[config.mk]
export PLATFORM = sky130hd
export DESIGN_NAME = cpu_run_ctrl
export DESIGN_NICKNAME = d
export VERILOG_FILES = /design/src/rtl/cpu_board_pkg.sv /design/src/rtl/btn_debounce.sv /design/src/rtl/cpu_run_ctrl.sv
export SDC_FILE = /design/constraint.sdc
export NUM_CORES = 1
export LEC_CHECK = 0
export BUFFER_PORTS_ARGS = -buffer_cell sky130_fd_sc_hd__buf_2
export CAP_MARGIN = 20
export CORE_ASPECT_RATIO = 1.75
export CORE_MARGIN = 2
export CORE_UTILIZATION = 55
export CTS_CLUSTER_SIZE = 16
export DETAILED_ROUTE_END_ITERATION = 12
export PLACE_DENSITY = 0.88
export RECOVER_POWER = 100
export SETUP_SLACK_MARGIN = 0.05
export SYNTH_ARGS = -nofsm -noshare
export SYNTH_HDL_FRONTEND = slang
export SYNTH_SLANG_ARGS = --single-unit
[constraint.sdc]
create_clock -name clk_in -period 4.7 [get_ports clk_in]
set_input_delay 0.47 -clock clk_in [delete_from_list [all_inputs] [get_ports clk_in]]
set_output_delay 0.47 -clock clk_in [all_outputs]
set_load 0.01 [all_outputs]
[src/rtl/cpu_board_pkg.sv]
// Shared encodings for the CPU board: run-controller FSM states and display select codes.
package cpu_board_pkg;

  typedef enum logic [1:0] {
    StPause = 2'd0,
    StRun   = 2'd1,
    StStep  = 2'd2
  } run_state_e;

  localparam logic [1:0] DispInst  = 2'b00;
  localparam logic [1:0] DispPc    = 2'b01;
  localparam logic [1:0] DispSteps = 2'b10;
  localparam logic [1:0] DispState = 2'b11;

endpackage

[src/rtl/btn_debounce.sv]
// Push-button conditioner: 2-flop synchronizer, stability debounce and rising-edge pulse.
module btn_debounce #(
  parameter int unsigned DB_W = 20
) (
  input  logic clk_in,
  input  logic reset,
  input  logic btn,
  output logic press
);

  logic            s1, s2;
  logic            stable, stable_q;
  logic [DB_W-1:0] db_cnt;

  always_ff @(posedge clk_in or posedge reset) begin
    if (reset) begin
      s1       <= 1'b0;
      s2       <= 1'b0;
      stable   <= 1'b0;
      stable_q <= 1'b0;
      db_cnt   <= '0;
    end else begin
      s1       <= btn;
      s2       <= s1;
      stable_q <= stable;
      // Any return to the accepted level restarts the stability window.
      if (s2 == stable) begin
        db_cnt <= '0;
      end else if (&db_cnt) begin
        stable <= s2;
        db_cnt <= '0;
      end else begin
        db_cnt <= db_cnt + DB_W'(1);
      end
    end
  end

  assign press = stable & ~stable_q;

endmodule

[src/rtl/cpu_run_ctrl.sv]
// Run/pause/step controller issuing a clock enable to the CPU, with step counter and display mux.
module cpu_run_ctrl
  import cpu_board_pkg::*;
#(
  parameter int unsigned DIV_W = 26,
  parameter int unsigned DB_W  = 20
) (
  input  logic        clk_in,
  input  logic        reset,
  input  logic        btn_run,
  input  logic        btn_step,
  input  logic [1:0]  sw_disp,
  input  logic [31:0] pc,
  input  logic [31:0] inst,
  output logic        cpu_en,
  output logic [31:0] step_cnt,
  output logic [31:0] disp_data,
  output logic [1:0]  run_state
);

  logic             run_press, step_press;
  run_state_e       state;
  logic [DIV_W-1:0] div_cnt;
  logic [31:0]      step_cnt_d;

  btn_debounce #(
    .DB_W (DB_W)
  ) u_db_run (
    .clk_in (clk_in),
    .reset  (reset),
    .btn    (btn_run),
    .press  (run_press)
  );

  btn_debounce #(
    .DB_W (DB_W)
  ) u_db_step (
    .clk_in (clk_in),
    .reset  (reset),
    .btn    (btn_step),
    .press  (step_press)
  );

  // Run press takes priority over a simultaneous step press.
  always_ff @(posedge clk_in or posedge reset) begin
    if (reset) begin
      state   <= StPause;
      div_cnt <= '0;
    end else begin
      unique case (state)
        StPause: begin
          div_cnt <= '0;
          if (run_press) begin
            state <= StRun;
          end else if (step_press) begin
            state <= StStep;
          end
        end
        StRun: begin
          if (run_press) begin
            state   <= StPause;
            div_cnt <= '0;
          end else begin
            div_cnt <= div_cnt + DIV_W'(1);
          end
        end
        StStep: begin
          state   <= StPause;
          div_cnt <= '0;
        end
        default: begin
          state   <= StPause;
          div_cnt <= '0;
        end
      endcase
    end
  end

  assign run_state = state;
  assign cpu_en    = (state == StStep) | ((state == StRun) & (&div_cnt));

  always_comb begin
    step_cnt_d = step_cnt;
    if (cpu_en) begin
      step_cnt_d = step_cnt + 32'd1;
    end
  end

  always_ff @(posedge clk_in or posedge reset) begin
    if (reset) begin
      step_cnt <= '0;
    end else begin
      step_cnt <= step_cnt_d;
    end
  end

  always_ff @(posedge clk_in or posedge reset) begin
    if (reset) begin
      disp_data <= '0;
    end else begin
      unique case (sw_disp)
        DispInst:  disp_data <= inst;
        DispPc:    disp_data <= pc;
        DispSteps: disp_data <= step_cnt;
        DispState: disp_data <= {30'b0, run_state};
        default:   disp_data <= '0;
      endcase
    end
  end

endmodule

# Word-level counts from Yosys, hierarchy flattened
# Cells that the tools add are included.
word_totals:
  regBits: 140
  latch_bits: 0
  ram_bits: 0
  mem_bits_ro: 0
  inputBits: 70
  out_inout_bits: 67
  wordCells: 54
  memories: 0
classes:
  addsub: 4
  multipliers: 0
  div: 0
  n_lt_le_gt_ge: 0
  n_eq_ne: 9
  shifts: 0
  n_mux: 11
  bitwise: 8
  reduce_logical: 8
ops:
  columns: ["cell", "n"]
  rows:
  - ["$pmux W32 S4", 1]
  - ["$mux W20", 4]
  - ["$mux W26", 2]
  - ["$reduce_and A21 Y1", 2]
  - ["$add A20 B1 Y20 const B", 2]
  - ["$reduce_and A20 Y1", 2]
  - ["$add A32 B1 Y32 const B", 1]
  - ["$add A26 B1 Y26 const B", 1]
  - ["$reduce_and A26 Y1", 1]
  - ["$eq A2 B2 Y1 const B", 3]
  - ["$mux W2", 3]
  - ["$eq A2 B1 Y1 const B", 2]
  - ["$logic_not A2 Y1", 2]
  - ["$not A1 Y1", 4]
  - ["$pmux W2 S2", 1]
  - ["$and A1 B1 Y1", 3]
  - ["$ne A3 B3 Y1 const B", 1]
  - ["$eq A1 B1 Y1", 2]
  - ["$ne A2 B2 Y1 const B", 1]
  - ["$reduce_and A2 Y1", 1]
  - ["$or A1 B1 Y1", 1]

# Logic depth before layout (Yosys ltp)
# Gate-level depths: netlist of the first run.
depth:
  ltp_word: 5
  ltp_mapped: 8
  depth_no_buf: 7

# By module
# A second synthesis of the first run with hierarchy kept.
unflattened:
  cells_unflattened: 629
  area_unflattened_um2: 6568.8
by_module_without_submodules:
  columns: ["mod", "n_inst", "cells_each", "area_each_um2", "seq_area_each_um2"]
  rows:
  - ["cpu_run_ctrl", 1, 409, 4316.6, 2302.2]
  - ["btn_debounce", 2, 110, 1126.1, 600.6]

# Worst setup path before layout of the first run
# OpenSTA, ideal clock, no wires.
synth_path:
  path_type: "reg-to-output"
  start: "reg div_cnt[0]"
  end: "out cpu_en"
  arrival_ps: 1756
  required_ps: 4230
  path_slack_ps: 2474
  path_stages_with_launch: 7
  path_buffers: 1
  cell_sequence: "dfrtp_1 > ha_1 > nand3_1 > or2_2 > o41a_1 > buf_6 > inv_1"
synth_via:
  elab_chain_cells: 3
synth_lines:
  columns: ["element", "line", "text"]
  rows:
  - ["start, declared", "cpu_run_ctrl.sv:23", "logic [DIV_W-1:0] div_cnt;"]
  - ["start signal, assigned", "cpu_run_ctrl.sv:64", "div_cnt <= div_cnt + DIV_W'(1);"]
  - ["$reduce_and A26 Y1", "cpu_run_ctrl.sv:80", "assign cpu_en = (state == StStep) | ((state == StRun) & (&div_cnt));"]
  - ["$and A1 B1 Y1", "cpu_run_ctrl.sv:80", null]
  - ["$or A1 B1 Y1", "cpu_run_ctrl.sv:80", null]
  - ["end, declared", "cpu_run_ctrl.sv:15", "output logic cpu_en,"]
# Every way passes these cells.

# Final worst setup path of the first run
layout_path:
  start: "in sw_disp[0]"
  end: "reg disp_data[17]"
layout_via:
  elab_chain_cells: 2
  elab_cells_between_ends: 5
  classes_between: "eq/ne: 3; mux: 1; reduce/logical: 1"
layout_lines:
  columns: ["element", "line", "text"]
  rows:
  - ["start, declared", "cpu_run_ctrl.sv:12", "input logic [1:0] sw_disp,"]
  - ["$eq A2 B2 Y1, or another cell as far along", "cpu_run_ctrl.sv:101", "unique case (sw_disp)"]
  - ["$pmux W32 S4 *", "cpu_run_ctrl.sv:101", null]
  - ["end signal, assigned", "cpu_run_ctrl.sv:102", "DispInst: disp_data <= inst;"]
  - ["end signal, assigned", "cpu_run_ctrl.sv:103", "DispPc: disp_data <= pc;"]
  - ["end signal, assigned", "cpu_run_ctrl.sv:104", "DispSteps: disp_data <= step_cnt;"]
  - ["end, declared", "cpu_run_ctrl.sv:17", "output logic [31:0] disp_data,"]
# Every way passes the cells marked *; elsewhere a longest branch is shown, timed or not.
# A chain may end at the register's enable or synchronous reset.

==> metrics.md, run 1 <==
| Metric | Value |
|---|---|
| Clock latency on the worst-skew pair | 0.41 ns |
| TNS Setup | 0 ns |
| CP Cell Sequence | clkbuf_1 -> nor2b_1 -> clkbuf_1 -> nand2_1 -> o21ai_0 |
| TritonCTS clock tree | done |
| Largest family of logic cells by synthesized area | simple AND/OR/NAND/NOR gates |
| Largest net degree at the start of global routing | 91 |
| Area leader, netlist | dfrtp_1 |
| Worst-path clk slew | 0.06 ns |
| IO Count | 137 |
| Pint | 0.00219 W |
| Area of the die | 0.0128 mm2 |
| Post-layout util | 66.6% |
| Initial Util | 56.2% |
| GRT Resource Usage Total | 24.9% |
| Compound-Gate Fraction of Synth Area | 3.07% |
| Clock Sinks | 140 |
| Final worst path period share | 74.6% |
| Post-Synthesis Cells | 605 |
| Max-slew violation count | 34 |
| Net Sw Frac | 21.3% |
| Max Fclk | 285 MHz |
| RSZ-0062 raised after global routing | false |
| Max Buffers Root-to-Sink | 2 |
| Post-synth top area share | 53.8% |
| Setup Fix Bufs, Post-CTS | 0 |
| Minimum clock period | 3.51 ns |
| DRC Markers | 0 |
| Area added between synthesis and finish | 18.4% |
| Arrival time worst endpoint | 3.76 ns |
| Core Box Area | 0.0116 mm2 |
| Hold/Removal Path Class | input port to flop |
| PD cells | 361 mW/mm2 |
| Syn Nets | 680 |
| Final antenna-violating net count | 0 |
| Port Buffers | 136 |
| Clock network fraction of total power | 50.7% |
| CTS Hold Buffers Added | 0 |
| Initial antenna violation count | 0 |
| Die H | 148 um |
| H-tree Lvls | 4 |
| Dpl hpwl | 10200 um |
| Crit path required time | 4.96 ns |
| Seq pwr share | 44.5% |
| Setup CP Type | input port to flop |
| Drt first pass iters | 4 |
| Simple-Gate Fraction of Synth Area | 22.0% |
| Distinct cell type count after synthesis | 38 |
| XOR/XNOR Fraction of Synth Area | 12.4% |
| Clk_skew | 0.00751 ns |
| Post-synthesis mux area share | 5.82% |
| Max-capacitance violation count | 1 |
| Actual slew at the worst max-slew pin | 2.36 ns |
| Status | finished, violations left |
| Seq cells post-synth | 140 |
| LEAKAGE | 3.57 nW |
| Average size of a mapped cell | 10.8 um2 |
| DRT iter0 DRCs | 333 |
| Worst IR drop on VDD | 0.332 mV |
| Syn Std Cell Area | 0.00651 mm2 |
| Die X | 86.3 um |
| Logic gate share of total power | 4.8% |
| Ant diodes | 0 |
| Fin nets | 816 |
| CP max stage cell | clkbuf_1 |
| Adder-cell area share of the yosys netlist | 0.961% |
| Pre-CTS WS | 2.16 ns |
| Most common cell on crit path | clkbuf_1 |
| Failing checks | capacitance limit, slew limit |
| Sequential share of the synthesized area | 53.8% |
| Share of layout cells above drive strength 1 | 14.4% |
| Site Rows | 52 |
| Vias in the first global route | 5355 |
| Rel. slew slack | -57.5% |
| Setup violations, final | 0 |
| CP Capture Type | flop |
| Vias per cell | 5.78 |
| Routed wire length | 15300 um |
| Gpl congestion | 0.863 |
| Switching Power | 0.000592 W |
| Wire length per cell | 17.2 um |
| Final Hold Fails | 0 |
| Yosys warning count | 0 |
| Synth top area cells | dfrtp_1, xor2_1, nor2_1 |
| First-pass GRT wire length | 24900 um |
| Detailed-route via count | 5123 |
| Fillers | 873 |
| Root Buffer | clkbuf_16 |
| Worst setup margin | 1.19 ns |
| TritonCTS buffer count | 17 |
| CTS resizes | 0 |
| Worst path max stage delay | 1.64 ns |
| Total grt overflow | 0 |
| Crit-path max FO | 33 |
| Critical Path Start Type | input port |
## flip-flops by register name, indices dropped and copies added, names as in the netlist, 2 cells and up
register,cells
step_cnt,32
u_db_step.db_cnt,20
disp_data,32
run_state,2
div_cnt,26
u_db_run.db_cnt,20
## metrics by stage
stage,total power [W],cells,hold WS (ns),cell area [um2]
4_1_cts,0.00280,887,0.151,7930
2_1_floorplan,0.00133,605,0.331,6510
5_1_grt,0.00287,887,0.136,7710
6_report,0.00278,887,0.159,7710
3_5_place_dp,0.00140,857,0.340,7310
3_3_place_gp,0.00139,855,0.338,7280
## area by class of cell
| class | instances | area, um2 | share of cell area, % |
|---|---|---|---|
| repair buffers | 140 | 617 | 8.00 |
| inverters | 7 | 31.3 | 0.406 |
| clock inverters | 10 | 165 | 2.14 |
| flip-flops and latches | 140 | 3500 | 45.4 |
| multi-input cells | 435 | 2770 | 35.9 |
| well taps | 135 | 169 | 2.19 |
| clock buffers | 20 | 457 | 5.92 |
## per-layer routing
layer	vias to the layer above	track usage, %	share of wire [%]
met5	-	0	0
met4	0	10.9	2.1
met3	29	5.64	4.9
met2	222	42.0	53
met1	2533	30.2	40
li1	2339	-	-
## cell usage after synthesis, drive strengths merged
library cell	number
and3	11
o41a	1
dfrtp	140
o21bai	1
nor3	16
nor2	82
a21oi	2
and4	11
xor2	65
xnor2	27
nand2	59
o21ai	31
nor4	8
nand3b	3
or3	2
o211ai	1
a31o	1
buf	5
mux2i	30
or2	2
nand4	25
nand3	32
nor3b	3
mux4	2
nor2b	2
mux2	3
inv	7
nor4b	9
nand2b	1
clkbuf	18
ha	5
## layout by cell type, fill, tap and decap left out, types with 2 or more instances in the layout
cell type / Yosys / layout
xor2_1: 65 / 65
buf_4: 0 / 2
nand2_1: 59 / 59
inv_6: 0 / 2
buf_2: 2 / 67
clkbuf_16: 0 / 17
nor3_1: 16 / 16
bufinv_16: 0 / 4
nor2_1: 82 / 82
nor4_1: 1 / 8
and4_1: 11 / 11
inv_1: 7 / 6
clkinvlp_4: 0 / 3
nor2b_1: 2 / 2
nor3b_1: 3 / 3
and3_1: 11 / 11
nand4_1: 23 / 24
clkbuf_8: 0 / 2
mux4_2: 2 / 2
xnor2_1: 27 / 27
clkbuf_1: 18 / 72
ha_1: 5 / 5
nor4b_1: 2 / 9
o21ai_0: 31 / 31
nand3_1: 32 / 32
a21oi_1: 2 / 2
nand3b_1: 3 / 3
dfrtp_1: 140 / 140
mux2i_1: 30 / 30
or2_2: 2 / 2
mux2_2: 3 / 3
## cells by family (layout without fill, tap and decap cells)
group                    after synthesis  in the layout
XOR/XNOR                              92             92
buffers and inverters                 30            177
AO/OA/AOI/OAI                         37             37
AND/OR/NAND/NOR                      266            266
multiplexers                          35             35
adder cells (fa/ha/maj)                5              5
flip-flops                           140            140
## power groups by stage
stage / registers (W) / logic, W / clock network (W)
detailed placement: 0.00126 / 0.000142 / 0
floorplan: 0.00127 / 0.0000646 / 0
global placement: 0.00126 / 0.000133 / 0
CTS: 0.00124 / 0.000143 / 0.00142
global route: 0.00124 / 0.000150 / 0.00148
finish: 0.00124 / 0.000134 / 0.00141
## critical path: cells and delay by family
kind                   cells  cell delay, ns
AOI/OAI and AO/OA          1            0.12
and+or+nand+nor            2            0.91
buffers and inverters      2            2.20
## final timing paths
check | from | endpoint | slack (ns) | cells after the start
min | btn_run | u_db_run.s1$_DFF_PP0_ | 0.16 | 1
max | sw_disp[0] | disp_data[17]$_DFF_PP0_ | 1.19 | 5
min in group asynchronous | reset | u_db_run.s1$_DFF_PP0_ | 0.21 | 2
max reg2reg | step_cnt[4]$_DFFE_PP0P_ | step_cnt[27]$_DFFE_PP0P_ | 2.03 | 5
max in group asynchronous | reset | disp_data[15]$_DFF_PP0_ | 3.32 | 3
min reg2reg | u_db_step.s1$_DFF_PP0_ | u_db_step.s2$_DFF_PP0_ | 0.35 | 0
Note: power is estimated with default switching activity, not from simulation.
==> run 2: changes to the inputs <==
--- a/config.mk
+++ b/config.mk
@@ -9,10 +9,10 @@
 export CAP_MARGIN = 20
 export CORE_ASPECT_RATIO = 1.75
 export CORE_MARGIN = 2
-export CORE_UTILIZATION = 55
+export CORE_UTILIZATION = 49
 export CTS_CLUSTER_SIZE = 16
 export DETAILED_ROUTE_END_ITERATION = 12
-export PLACE_DENSITY = 0.88
+export PLACE_DENSITY = 0.84
 export RECOVER_POWER = 100
 export SETUP_SLACK_MARGIN = 0.05
 export SYNTH_ARGS = -nofsm -noshare
==> constraint.sdc (replaced) <==
create_clock -name clk_in -period 2.8 [get_ports clk_in]
set_input_delay 0.28 -clock clk_in [delete_from_list [all_inputs] [get_ports clk_in]]
set_output_delay 0.28 -clock clk_in [all_outputs]
set_load 0.01 [all_outputs]
==> run 2 against run 1 <==
  * The flow still finishes with violations (capacitance limit, slew limit)
  * Cell count rose by 5.5%
  * First-iteration DRC count rose by 8.7%
  * Largest cell class unchanged
  * Non-clock buffer count up 12
  * Sequential power increased by 68%
  * Global-route usage decreased by 2.9 points
  * Die area rose by 12%
  * Clock power up 85%
  * Largest power group unchanged
  * Design area is 2.9% higher
  * Highest routed layer unchanged
  * Power grew 77%
  * Combinational power is 72% higher
==> metrics.md, run 2 (same netlist as run 1, synthesis figures left out) <==
| Metric | Value |
|---|---|
| Reg-to-reg endpoint | step_cnt[23]$_DFFE_PP0P_ |
| Largest net degree at the start of global routing | 63 |
| TNS Setup | 0 ns |
| Worst-path clk slew | 0.06 ns |
| Minimum clock period | 2.66 ns |
| RSZ-0062 raised after global routing | false |
| CP Capture Type | output port |
| DRC Markers | 0 |
| Failing checks | capacitance limit, slew limit |
| LEAKAGE | 3.67 nW |
| Drt first pass iters | 4 |
| Clk_skew | 0.00682 ns |
| H-tree Lvls | 4 |
| TritonCTS buffer count | 17 |
| Area added between synthesis and finish | 21.9% |
| Clock Sinks | 140 |
| Ant diodes | 0 |
| Max Fclk | 377 MHz |
| Critical Path Start Type | flop |
| Min-Delay Endpoint | disp_data[13]$_DFF_PP0_ |
| Site Rows | 55 |
| Share of layout cells above drive strength 1 | 15.9% |
| Dpl hpwl | 10200 um |
| Crit-path max FO | 30 |
| Clock latency on the worst-skew pair | 0.42 ns |
| Worst r2r src | div_cnt[1]$_DFF_PP0_ |
| Initial antenna violation count | 0 |
| Die X | 91.1 um |
| TritonCTS clock tree | done |
| Min Hold Slack | 0.145 ns |
| Reg2Reg Setup Slack | 0.39 ns |
| Vias per cell | 5.35 |
| Core Box Area | 0.0129 mm2 |
| First-pass GRT wire length | 24900 um |
| Max Buffers Root-to-Sink | 2 |
| Final worst path period share | 94.8% |
| Max-slew violation count | 25 |
| IO Count | 137 |
| Fin nets | 828 |
| Top flop regs | disp_data x32, step_cnt x32, div_cnt x26 |
| GRT Resource Usage Total | 22.0% |
| Crit path required time | 2.52 ns |
| PD cells | 620 mW/mm2 |
| Final Hold Fails | 0 |
| Hold path cells | 3 |
| Vias in the first global route | 5097 |
| Gpl congestion | 0.803 |
| Total grt overflow | 0 |
| Final antenna-violating net count | 0 |
| Reg2Reg Depth | 7 |
| Rel. slew slack | -22.3% |
| Die H | 157 um |
| Port Buffers | 136 |
| Most common cell after layout, fill and taps aside | dfrtp_1 |
| Setup violations, final | 0 |
| DRT iter0 DRCs | 362 |
| Root Buffer | clkbuf_16 |
| Actual slew at the worst max-slew pin | 1.83 ns |
| Setup CP Type | flop to output port |
| FF/Latch Area | 0.00350 mm2 |
| Hold/Removal Path Class | input port to flop |
| Status | finished, violations left |
| Area of the die | 0.0143 mm2 |
| Area occupied by multi-input gates | 0.00278 mm2 |
| Arrival time worst endpoint | 2.38 ns |
| Wire length per cell | 16.3 um |
| Fillers | 1124 |
| Detailed-route via count | 5003 |
| Routed wire length | 15300 um |
| Most frequent cells in the layout | dfrtp_1, nor2_1, clkbuf_1, buf_2, xor2_1 |
| Hold Path Origin | inst[13] |
| Initial Util | 50.3% |
| Worst IR drop on VDD | 0.419 mV |
| Max-capacitance violation count | 1 |
run 2: how the worst max path moves through the flow:
| stage | start | endpoint | slack, ns | cells after the start |
|---|---|---|---|---|
| global placement | div_cnt[0]$_DFF_PP0_ | step_cnt[1]$_DFFE_PP0P_ | 0.45 | 7 |
| CTS | div_cnt[1]$_DFF_PP0_ | cpu_en | 0.07 | 7 |
| global route | div_cnt[1]$_DFF_PP0_ | cpu_en | 0.07 | 7 |
| finish | div_cnt[1]$_DFF_PP0_ | cpu_en | 0.14 | 7 |
| detailed placement | div_cnt[0]$_DFF_PP0_ | step_cnt[1]$_DFFE_PP0P_ | 0.41 | 7 |
| floorplan | div_cnt[0]$_DFF_PP0_ | step_cnt[1]$_DFFE_PP0P_ | 0.58 | 7 |
run 2: report_power, final:
part           internal (W)  switching (W)  total (W)
registers           0.00206      0.0000171    0.00208
clock network       0.00177       0.000843    0.00261
logic             0.0000930       0.000138   0.000231
run 2: layout make-up:
| cell class | instances | share of cell area (%) |
|---|---|---|
| clock buffer | 18 | 5.53 |
| timing repair buffer | 152 | 9.14 |
| multi-input combinational | 435 | 35.0 |
| inverter | 7 | 0.347 |
| clock inverter | 13 | 3.09 |
| sequential | 140 | 44.1 |
| tap | 171 | 2.70 |
run 2: critical path, cell delays in order, from the launching register on:
cell	delay (ns)
dfrtp_1	0.38
ha_1	0.24
nand3_2	0.13
or2_2	0.33
o41a_1	0.46
buf_12	0.19
inv_2	0.09
buf_2	0.13
run 2: timing repair:
item                       in CTS  in global routing
setup buffers                   2                  0
setup endpoints to repair       1                  1
hold buffers                    3                  0
gates resized for setup         4                  2
hold endpoints to repair       22                  0
run 2: through the flow:
stage	cell area (um2)	power [W]	instances	utilization [%]	setup WS, ns
2_1_floorplan	6520	0.00224	605	-	0.576
5_1_grt	7940	0.00508	936	61.3	0.0734
3_3_place_gp	7420	0.00236	900	57.3	0.448
3_5_place_dp	7420	0.00236	900	57.3	0.410
4_1_cts	8160	0.00497	936	63.1	0.0748
6_report	7940	0.00492	936	61.3	0.144
run 2: per-layer routing:
layer / vias to the layer above / track usage [%] / routed length, um
met5: - / 0 / 0
met4: 0 / 8.37 / 320
met3: 26 / 5.10 / 936
met2: 169 / 37.5 / 8030
met1: 2435 / 27.1 / 5970
li1: 2373 / - / -
==> run 3: changes to the inputs <==
--- a/config.mk
+++ b/config.mk
@@ -9,12 +9,13 @@
 export CAP_MARGIN = 20
 export CORE_ASPECT_RATIO = 1.75
 export CORE_MARGIN = 2
-export CORE_UTILIZATION = 49
+export CORE_UTILIZATION = 50
 export CTS_CLUSTER_SIZE = 16
 export DETAILED_ROUTE_END_ITERATION = 12
-export PLACE_DENSITY = 0.84
+export PLACE_DENSITY = 0.85
 export RECOVER_POWER = 100
 export SETUP_SLACK_MARGIN = 0.05
 export SYNTH_ARGS = -nofsm -noshare
 export SYNTH_HDL_FRONTEND = slang
+export SYNTH_HIERARCHICAL = 1
 export SYNTH_SLANG_ARGS = --single-unit
==> run 3 against run 2 <==
  * The run still ends with capacitance limit, slew limit left
  * Hold slack worse by 0.084 ns
  * Synthesized cell count up 4.0%
  * Critical endpoint unchanged
  * First-iteration DRC count up 3.3%
  * Setup slack lost 0.051 ns
  * Count of clock-buffer cells in the layout increased by 1
  * Area after synthesis up 0.86%
  * Maximum frequency is 1.9% lower
  * Combinational power increased by 2%
==> metrics.md, run 3 <==
| Metric | Value |
|---|---|
| Status | finished, violations left |
| Failing checks | capacitance limit, slew limit |
| Setup violations, final | 0 |
| Most frequent cells after synthesis | dfrtp_1, nand2_1, nor2_1, o21ai_0, xor2_1 |
| Die H | 156 um |
| Worst-path clk slew | 0.06 ns |
| Compound-Gate Fraction of Synth Area | 5.87% |
| Max Buffers Root-to-Sink | 2 |
| Area leader, netlist | dfrtp_1 |
| GRT Resource Usage Total | 23.0% |
| Max Fclk | 370 MHz |
| DRC Markers | 0 |
| Sequential share of the synthesized area | 53.3% |
| Adder-cell area share of the yosys netlist | 0.952% |
| Gpl congestion | 0.822 |
| Minimum clock period | 2.71 ns |
| Port Buffers | 136 |
| Simple-Gate Fraction of Synth Area | 21.8% |
| Post-synth EDFFs | 0 |
| Most common cell after layout, fill and taps aside | dfrtp_1 |
| Vias in the first global route | 5278 |
| Rel. slew slack | -56.5% |
| Syn Nets | 704 |
| IO Count | 137 |
| Critical Path Start Type | flop |
| Distinct cell type count after synthesis | 41 |
| Root Buffer | clkbuf_16 |
| Site Rows | 55 |
| Placed Instances | 921 |
| Clock Sinks | 140 |
| Wire length per cell | 17.1 um |
| Syn Std Cell Area | 0.00657 mm2 |
| Net Sw Frac | 22.0% |
| Arrival time worst endpoint | 2.43 ns |
| Die X | 90.6 um |
| Routed wire length | 16400 um |
| Area occupied by multi-input gates | 0.00290 mm2 |
| Detailed-route via count | 5445 |
| Post-Synthesis Cells | 629 |
| Max-capacitance violation count | 1 |
| Area added between synthesis and finish | 21.5% |
| Crit path required time | 2.52 ns |
| Max-slew violation count | 33 |
| Most frequent cells in the layout | dfrtp_1, clkbuf_1, buf_2, nand2_1, nor2_1 |
| Ant diodes | 0 |
| XOR/XNOR Fraction of Synth Area | 10.1% |
| First-pass GRT wire length | 25800 um |
| PD cells | 587 mW/mm2 |
| Vias per cell | 5.67 |
| Initial antenna violation count | 0 |
| Post-synth top area share | 53.3% |
| Area of the die | 0.0141 mm2 |
| Total grt overflow | 0 |
| Fin nets | 852 |
| Synth top area cells | dfrtp_1, xor2_1, mux2i_1 |
| Pint | 0.00365 W |
| LEAKAGE | 3.61 nW |
| Clk_skew | 0.00958 ns |
| Top flop regs | disp_data x32, step_cnt x32, div_cnt x26 |
| DRT iter0 DRCs | 374 |
| Core Box Area | 0.0129 mm2 |
| Logic gate share of total power | 5.0% |
| Actual slew at the worst max-slew pin | 2.35 ns |
| FF/Latch Area | 0.00350 mm2 |
| TritonCTS clock tree | done |
| RSZ-0062 raised after global routing | false |
| Drt first pass iters | 5 |
| Fillers | 1032 |
| Most common cell in the synthesized netlist | dfrtp_1 |
| Fraction of registers with async set/reset | 100% |
| Largest net degree at the start of global routing | 91 |
| CP Capture Type | output port |
| TNS Setup | 0 ns |
| Seq cells post-synth | 140 |
| Fin cells | 961 |
| Share of layout cells above drive strength 1 | 15.3% |
| Setup CP Type | flop to output port |
| Initial Util | 51.0% |
| Switching Power | 0.00103 W |
| Synth Flop Type | dfrtp_1 |
| Final antenna-violating net count | 0 |
| Seq pwr share | 44.4% |
| Hold/Removal Path Class | input port to flop |
| Dpl hpwl | 10800 um |
| Final Hold Fails | 0 |
| Clock network fraction of total power | 50.6% |
| Final worst path period share | 96.7% |
| Post-layout util | 62.0% |
| Yosys warning count | 6 |
| Post-synthesis mux area share | 5.60% |
| TritonCTS buffer count | 17 |
| Clock latency on the worst-skew pair | 0.42 ns |
| Largest family of logic cells by synthesized area | simple AND/OR/NAND/NOR gates |
| Average size of a mapped cell | 10.4 um2 |
| H-tree Lvls | 4 |
| Crit-path max FO | 10 |
| Worst IR drop on VDD | 0.399 mV |
-- run 3: cell types whose count changed after synthesis, moves of 7 or more --
| cell | change |
|---|---|
| a21oi_1 | +16 |
| nor2_1 | -23 |
| nor4_1 | +8 |
| nor4_2 | -7 |
| o21ai_0 | +17 |
| or3_1 | +17 |
| xor2_1 | -22 |
-- run 3: area by class of cell --
cell class | instances | area share, %
well taps | 171 | 2.68
clock inverters | 13 | 2.40
clock buffers | 19 | 5.43
flip-flops and latches | 140 | 43.9
multi-input cells | 456 | 36.3
inverters | 13 | 0.643
repair buffers | 149 | 8.64
-- run 3: per-stage QoR --
step | worst slack, ns | instance area, um2 | total power [W] | hold WS (ns)
after global placement | 0.435 | 7420 | 0.00235 | 0.161
after CTS | 0.0632 | 8110 | 0.00472 | 0.0542
after global routing | 0.00974 | 7980 | 0.00484 | 0.0642
after detailed placement | 0.362 | 7420 | 0.00236 | 0.161
final | 0.0938 | 7980 | 0.00468 | 0.0609
after floorplan | 0.128 | 6570 | 0.00224 | 0.295
-- run 3: final timing paths --
check / slack [ns] / depth (start not counted) / to / from
max reg2reg: 0.19 / 7 / step_cnt[31]$_DFFE_PP0P_ / div_cnt[1]$_DFF_PP0_
min in group asynchronous: 0.31 / 3 / disp_data[5]$_DFF_PP0_ / reset
min reg2reg: 0.35 / 0 / u_db_step/s2$_DFF_PP0_ / u_db_step/s1$_DFF_PP0_
max: 0.09 / 6 / cpu_en / div_cnt[1]$_DFF_PP0_
min: 0.06 / 3 / disp_data[3]$_DFF_PP0_ / pc[3]
max in group asynchronous: 1.06 / 4 / disp_data[25]$_DFF_PP0_ / reset
-- run 3: logic make-up after synthesis --
group	after synthesis
compound gates	71
xor+xnor	76
fa+ha+maj	5
flops	140
simple gates	269
mux	34
buf+inv	34
-- run 3: layer usage --
layer	vias up	GRT usage (%)	share of wire (%)
met5	-	0	0
met2	219	41.6	54
met1	2664	26.1	38
li1	2516	-	-
met4	0	8.72	2.7
met3	46	5.70	5.7
-- run 3: power groups by stage --
stage,clock [W],combinational [W],sequential (W)
after global routing,0.00249,0.000262,0.00208
after floorplan,0,0.000110,0.00213
after detailed placement,0,0.000244,0.00211
final,0.00237,0.000236,0.00208
after CTS,0.00240,0.000249,0.00208
after global placement,0,0.000239,0.00211
-- run 3: timing repair --
action / CTS / global route
setup endpoints to repair: 1 / 2
gates cloned: 1 / 0
endpoints found under the hold margin: 4 / 0
buffers inserted: 2 / 2
resized for setup: 1 / 2
pin swaps: 1 / 0
hold buffers: 3 / 0
-- run 3: worst max-delay path: stages, from the launching register on --
cell and delay [ns]:
dfrtp_1 0.38, ha_2 0.24, nand3_2 0.13, or4_4 0.55, o31a_4 0.38, clkinv_2 0.15, buf_2 0.17
